File: src/rtl/alu_result_packer.sv
// Buffers 16-bit ALU results and serialises each into two bytes; first byte valid one cycle after capture.
// Bytes hold stable under TX_READY backpressure; a result arriving at a full FIFO is dropped and OVERRUN set.
module alu_result_packer #(
  parameter int DEPTH    = 4,
  parameter bit HI_FIRST = 1'b0
) (
  input  logic        CLK,
  input  logic        RST,
  input  logic [15:0] ALU_OUT,
  input  logic        OUT_VALID,
  output logic [7:0]  TX_P_DATA,
  output logic        TX_D_VLD,
  input  logic        TX_READY,
  output logic        BUSY,
  output logic        OVERRUN,
  input  logic        CLR_OVR
);

  localparam int AW = $clog2(DEPTH);
  localparam logic [DEPTH:0] FULL_CNT = (DEPTH+1)'(DEPTH);

  typedef enum logic [1:0] {IDLE, SEND_B0, SEND_B1} state_t;

  state_t          state_q, state_d;
  logic [15:0]     mem [DEPTH];
  logic [AW-1:0]   wr_ptr, rd_ptr;
  logic [DEPTH:0]  count;
  logic [15:0]     hold_q, hold_d, head;
  logic [7:0]      data_d;
  logic            vld_d;
  logic            pop, push, drop, xfer;

  function automatic logic [7:0] first_byte(input logic [15:0] w);
    return HI_FIRST ? w[15:8] : w[7:0];
  endfunction

  function automatic logic [7:0] second_byte(input logic [15:0] w);
    return HI_FIRST ? w[7:0] : w[15:8];
  endfunction

  assign head = mem[rd_ptr];
  assign xfer = TX_D_VLD && TX_READY;
  // A pop on this edge frees a slot, so a full FIFO can still accept.
  assign push = OUT_VALID && ((count < FULL_CNT) || pop);
  assign drop = OUT_VALID && !push;
  assign BUSY = (state_q != IDLE) || (count != '0);

  always_comb begin
    state_d = state_q;
    pop     = 1'b0;
    hold_d  = hold_q;
    data_d  = TX_P_DATA;
    vld_d   = TX_D_VLD;
    case (state_q)
      IDLE: begin
        if (count != '0) begin
          pop     = 1'b1;
          hold_d  = head;
          data_d  = first_byte(head);
          vld_d   = 1'b1;
          state_d = SEND_B0;
        end
      end
      SEND_B0: begin
        if (xfer) begin
          data_d  = second_byte(hold_q);
          state_d = SEND_B1;
        end
      end
      SEND_B1: begin
        if (xfer) begin
          if (count != '0) begin
            pop     = 1'b1;
            hold_d  = head;
            data_d  = first_byte(head);
            state_d = SEND_B0;
          end else begin
            vld_d   = 1'b0;
            state_d = IDLE;
          end
        end
      end
      default: begin
        vld_d   = 1'b0;
        state_d = IDLE;
      end
    endcase
  end

  always_ff @(posedge CLK or negedge RST) begin
    if (!RST) begin
      state_q   <= IDLE;
      hold_q    <= '0;
      TX_P_DATA <= '0;
      TX_D_VLD  <= 1'b0;
    end else begin
      state_q   <= state_d;
      hold_q    <= hold_d;
      TX_P_DATA <= data_d;
      TX_D_VLD  <= vld_d;
    end
  end

  always_ff @(posedge CLK or negedge RST) begin
    if (!RST) begin
      wr_ptr <= '0;
      rd_ptr <= '0;
      count  <= '0;
    end else begin
      if (push) wr_ptr <= wr_ptr + 1'b1;
      if (pop)  rd_ptr <= rd_ptr + 1'b1;
      case ({push, pop})
        2'b10:   count <= count + 1'b1;
        2'b01:   count <= count - 1'b1;
        default: count <= count;
      endcase
    end
  end

  always_ff @(posedge CLK) begin
    if (push) mem[wr_ptr] <= ALU_OUT;
  end

  always_ff @(posedge CLK or negedge RST) begin
    if (!RST)         OVERRUN <= 1'b0;
    else if (drop)    OVERRUN <= 1'b1;
    else if (CLR_OVR) OVERRUN <= 1'b0;
  end

endmodule

File: config.mk
export PLATFORM = sky130hd
export DESIGN_NAME = alu_result_packer
export DESIGN_NICKNAME = d
export VERILOG_FILES = /design/src/rtl/alu_result_packer.sv
export SDC_FILE = /design/constraint.sdc
export NUM_CORES = 1
export LEC_CHECK = 0
export CORE_UTILIZATION = 41
export CTS_BUF_LIST = sky130_fd_sc_hd__clkbuf_16
export DETAILED_ROUTE_END_ITERATION = 8
export PLACE_DENSITY = 0.6
export SYNTH_ARGS = -nofsm -noshare
export SYNTH_HDL_FRONTEND = slang
export SYNTH_SLANG_ARGS = --single-unit
File: constraint.sdc
create_clock -name CLK -period 7.3 [get_ports CLK]
set_clock_uncertainty 0.1 [all_clocks]
set_input_delay 2.19 -clock CLK [delete_from_list [all_inputs] [get_ports CLK]]
set_output_delay 2.19 -clock CLK [all_outputs]
set_load 0.02 [all_outputs]
==> results of run 1 <==
-- placed cells by master, fill, tap and decap left out, types with 2 or more instances in the layout --
cell type	count
edfxtp_1	64
dfrtp_1	29
nand2b_1	2
mux2_2	19
mux2_4	8
ha_1	7
clkdlybuf4s50_1	31
and2_1	4
a21oi_1	3
inv_1	4
nand3_1	3
bufinv_16	2
xor2_1	3
buf_4	2
xnor2_1	3
clkbuf_16	9
nand2_1	6
nor2_1	5
mux4_2	16
-- area by class of cell --
type | count | area (sq um) | area share
clock buffer | 9 | 225 | 0.0493
clock inverter | 7 | 97.6 | 0.0214
inverter | 4 | 15.0 | 0.00329
multi-input combinational | 97 | 1120 | 0.245
sequential | 93 | 2650 | 0.580
tap | 108 | 135 | 0.0296
timing repair buffer | 33 | 325 | 0.0713
-- layer usage --
| metal | track usage | wire (um) | vias up |
|---|---|---|---|
| met4 | 0.0620 | 97 | 0 |
| li1 | - | - | 858 |
| met3 | 0.0418 | 196 | 9 |
| met1 | 0.181 | 2880 | 915 |
| met2 | 0.244 | 3120 | 30 |
| met5 | 0 | 0 | - |
-- flip-flops by register name, summed over array words and instances, names as in the netlist --
name,cells
TX_D_VLD,1
OVERRUN,1
mem,64
hold_q,8
wr_ptr,2
rd_ptr,2
state_q,2
TX_P_DATA,8
count,5
-- cells by family (layout without fill, tap and decap cells) --
| family | count (synthesis) | after routing | share of synthesized area |
|---|---|---|---|
| AOI/OAI and AO/OA | 15 | 15 | 0.0304 |
| xor gates and xnor gates | 6 | 6 | 0.0137 |
| adders and majority gates | 8 | 8 | 0.0281 |
| buffers and inverters | 12 | 53 | 0.0167 |
| DFF | 93 | 93 | 0.691 |
| muxes | 44 | 44 | 0.187 |
| and+or+nand+nor | 24 | 24 | 0.0327 |
-- cell usage after synthesis (all sizes together) --
cell type and instances:
a21boi 1, clkbuf 1, edfxtp 64, and3 1, nand3b 1, a211o 1, dfrtp 29, o32ai 1
nand3 3, xor2 3, a22o 1, nor3 1, buf 7, o21ai 2, ha 7, o211ai 1
mux2 27, or4 1, and2 4, nor2 5, fa 1, mux2i 1, a21oi 3, mux4 16
o22ai 1, inv 4, o41ai 1, o21a 1, nand2 6, nand2b 2, a21o 1, xnor2 3
o31ai 1
-- critical path, cell delays in order --
cell	delay, ps
clkdlybuf4s50_1	500
a21boi_1	130
a211o_4	430
nor2_1	290
ha_1	330
a21oi_1	140
nand2_1	90
or4_1	410
o211ai_1	110
-- per-stage QoR --
step / hold WS [ps] / power [uW] / instance area (sq um) / setup WS, ps
4_1_cts: 409 / 2060 / 4560 / 2800
2_1_floorplan: 375 / 1370 / 3830 / 3100
3_3_place_gp: 384 / 1550 / 4240 / 2560
5_1_grt: 435 / 2160 / 4560 / 2680
3_5_place_dp: 392 / 1560 / 4240 / 2460
6_report: 406 / 2030 / 4560 / 2810
-- power by group through the flow --
stage	clock network (uW)	logic (uW)	registers [uW]
global placement	0	712	842
global route	528	782	849
finish	498	708	827
detailed placement	0	719	842
floorplan	0	556	813
CTS	508	722	832
-- path summary, 6_finish.rpt --
path	startpoint	end	slack, ps
worst max-delay path	TX_READY	count[4]	2810
worst min-delay path	hold_q[8]	hold_q[8]	410
worst max register to register	count[3]	count[4]	4620
worst min register to register	hold_q[8]	hold_q[8]	410
max in group asynchronous	RST	hold_q[13]	4670
min in group asynchronous	RST	TX_P_DATA[1]	2150
==> flow_summary.ini, run 1 <==
[sta]
rsz0062_at_grt = no
finalHoldViolations = 0
report.final.slew_viol_count = 0
finalSetupTns_ps = 0
timing.final.crit_share = 0.615
maxSlewHeadroom = 0.400
period_needed_ps = 4490
fmax_mhz = 223
worst_slew_pin_slew_ps = 900
final-setup-viol-count = 0

[worst_setup_path]
worstPathArrival_ps = 4640
end_kind = register
cp_max_fo = 14
required_ps = 7450
ff2ff_path_depth = 8
worst_setup_path_start_kind = input pin
critPathKind = input pin to register

[logic_synthesis]
yosys_warnings = 0
synth_cells = 202
syn_avg_cell_area_sq_um = 19.0
syn_nets = 231
synth_top_area_cell = edfxtp_1
synthDominantCellAreaShare = 0.502
synth-seq-area-share = 0.691
ys_ff_latch = 93
ys_types = 38
synthTopCellsByArea = edfxtp_1 (50%), dfrtp_1 (19%), mux4_2 (9.4%)
syn-cell-area_sq_um = 3830

[power]
leakage_uw = 0.00166
combPwrFrac = 0.348
p_sw_uw = 612
sw_frac_of_total = 0.301
clkPwrFrac = 0.245
cellInternalPower_uw = 1420
p_per_area_nw_per_um2 = 445
ir_worst_vdd_mv = 0.186
p_seq_frac = 0.407

[global_route]
antenna_found_initial = 0
grt_max_degree = 30
track_usage = 0.147
grt.overflow.total = 0
grt_pass1_vias = 1912
grt_pass1_wl_um = 10400

[route]
drc_errors = 0
drt_iter0_markers = 53
drt_wl_total_um = 6300
wl_per_cell_um = 17.9
routed-via-count = 1812
drtPass1Iterations = 7
ant_nets = 0
vias_per_cell = 5.16

[cts]
cts_tree = done
clk-insertion-delay-late_ps = 340
cts_buffers = 9
cts_hold_buf = 0
clockBufferDepth = 2
clkTransAtPathRegs_ps = 60
root_buffer = clkbuf_16
cts.sinks = 93
post_cts_buffers = 0
post_cts_resized = 0
htree_levels = 3

[worst_hold_path]
holdCritPathClass = register to register
hold_depth = 1

[placed_design]
io_buffers = 31
gp_congestion = 0.744
dpl.hpwl_um = 3950
placed_cells = 335

[finish]
fillers = 745
area_growth_pct = 19.2
final_layout_size_suffix_gt1_frac = 0.263
antenna_cells = 0
final_util = 0.513
stdcell_count = 351
final_nets = 267

[floorplanning]
core_sq_um = 8890
dieArea_sq_um = 9730
die_w_um = 98.7
core.rowCount = 34
io_pins = 32
die_y_um = 98.7
initial_core_util = 0.431

[flow_run]
maxCapViolCount = 0

[status]
status = finished clean
(Power assumes the default switching activity.)
==> run 2: changes to the inputs <==
- PLACE_DENSITY: 0.6 -> 0.62
- clock period: 7.3 -> 3.6 ns (I/O delays scaled with it)
==> run 2 against run 1 <==
Effect of this change: flip-flop and latch count stayed put; largest cell class unchanged; critical path depth stayed put; via count is 1.9% higher; non-clock buffer count is 12 higher; critical endpoint unchanged.
==> flow_summary.ini, run 2 (synthesis gave the netlist of run 1 again) <==
[placed_design]
io_buffers = 31
gp_congestion = 0.766
dpl.hpwl_um = 4250
placed_cells = 347

[worst_hold_path]
worstHoldEndpoint = hold_q[10]
hold_depth = 1
min_from = hold_q[10]
holdCritPathClass = register to register

[route]
vias_per_cell = 5.09
drtPass1Iterations = 4
drt_iter0_markers = 60
routed-via-count = 1846
wl_per_cell_um = 18.1
ant_nets = 0
drt_wl_total_um = 6580
drc_errors = 0

[sta]
final-setup-viol-count = 0
period_needed_ps = 3210
finalHoldViolations = 0
report.final.slew_viol_count = 0
finalSetupTns_ps = 0
rsz0062_at_grt = no
maxSlewHeadroom = 0.431
worst_slew_pin_slew_ps = 854
timing.final.crit_share = 0.892
fmax_mhz = 311

[worst_setup_path]
cp_num_buf_inv = 1
crit_slowest_cell = clkdlybuf4s50_1
cp_top_family = simple AND/OR/NAND/NOR gates
crit_chain = clkdlybuf4s50_1 > a21boi_1 > a211o_4 > nor2_1 > ha_1 > a21oi_1 > nand2_1 > or4_1 > o211ai_1
worstPathArrival_ps = 3370
worstReg2RegStart = count[2]
reg2reg_setup_slack_ps = 1140
required_ps = 3760
cpPeakStageDelay_ps = 500
ff2ff_path_depth = 9
critical_path_depth = 9
critPathLaunch = TX_READY
critPathKind = input pin to register
reg2reg_to = count[4]
cp_max_fo = 4
end_kind = register
worst_setup_path_start_kind = input pin

[global_route]
grt_pass1_vias = 2008
top_usage_layer = met2
grt_max_degree = 30
grt.overflow.total = 0
track_usage = 0.154
use_met3 = 0.0369
antenna_found_initial = 0
use_met1 = 0.203
grt_pass1_wl_um = 10800
met2_usage = 0.245

[floorplanning]
core.rowCount = 34
initial_core_util = 0.431
die_w_um = 98.7
die_y_um = 98.7
io_pins = 32
dieArea_sq_um = 9730
core_sq_um = 8890

[finish]
largest_register_ffs = 64
area_growth_pct = 21.5
final_layout_size_suffix_gt1_frac = 0.298
final_common_cell = edfxtp_1
biggestRegsByFlops = mem: 64 flops, TX_P_DATA: 8 flops, hold_q: 8 flops
antenna_cells = 0
mostFrequentLayoutCells = edfxtp_1 (64), clkdlybuf4s50_1 (31), dfrtp_1 (29)
fillers = 727
final_nets = 279
regMostFlops = mem
stdcell_count = 363

[cts]
clkTransAtPathRegs_ps = 60
cts.sinks = 93
cts_tree = done
clk-insertion-delay-late_ps = 340
root_buffer = clkbuf_16
clockBufferDepth = 2
htree_levels = 3
post_cts_resized = 0
cts_hold_buf = 0
cts_buffers = 9
post_cts_buffers = 0

[status]
status = finished clean

[power]
ir_worst_vdd_mv = 0.341
p_per_area_nw_per_um2 = 901
leakage_uw = 0.00172

[flow_run]
maxCapViolCount = 0
[run 2: cell count changes in the layout (fill, tap and decap cells not counted)]
cell	previous run	this run
buf_4	2	14
clkinv_1	1	0
clkinv_2	1	0
clkinvlp_4	0	1
inv_1	4	5
inv_6	1	2
inv_8	1	0
[run 2: routing by layer]
metal  vias to the layer above  routed length, um
li1                        885                  -
met1                       923               3060
met2                        29               3190
met3                         9                207
met4                         0                119
met5                         -                  0
[run 2: how the worst max path moves through the flow]
| stage | slack [ps] | end |
|---|---|---|
| finish | 390 | count[4] |
| detailed placement | 50 | count[4] |
| global route | 260 | count[4] |
| CTS | 400 | count[4] |
| floorplan | 510 | count[4] |
| global placement | 110 | count[4] |
[run 2: cell type report]
class	instances	area (sq um)	area share
flip-flops and latches	93	2650	0.569
multi-input cells	97	1120	0.240
repair buffers	45	415	0.0892
clock buffers	9	225	0.0484
well taps	108	135	0.0290
clock inverters	7	97.6	0.0210
inverters	4	15.0	0.00323
[run 2: per-stage QoR]
| step | hold WS (ps) | util | setup slack (ps) | total power, uW | area [sq um] |
|---|---|---|---|---|---|
| 3_5_place_dp | 394 | 0.487 | 49.9 | 3230 | 4330 |
| 3_3_place_gp | 383 | 0.487 | 107 | 3200 | 4330 |
| 5_1_grt | 433 | 0.524 | 256 | 4430 | 4650 |
| 6_report | 405 | 0.524 | 388 | 4190 | 4650 |
| 4_1_cts | 409 | 0.524 | 400 | 4250 | 4650 |
| 2_1_floorplan | 375 | - | 508 | 2780 | 3830 |
[run 2: power breakdown]
part	internal, uW	switching, uW	leakage (uW)
Clock	612	399	0.000158
Combinational	861	656	0.000643
Sequential	1460	209	0.000921
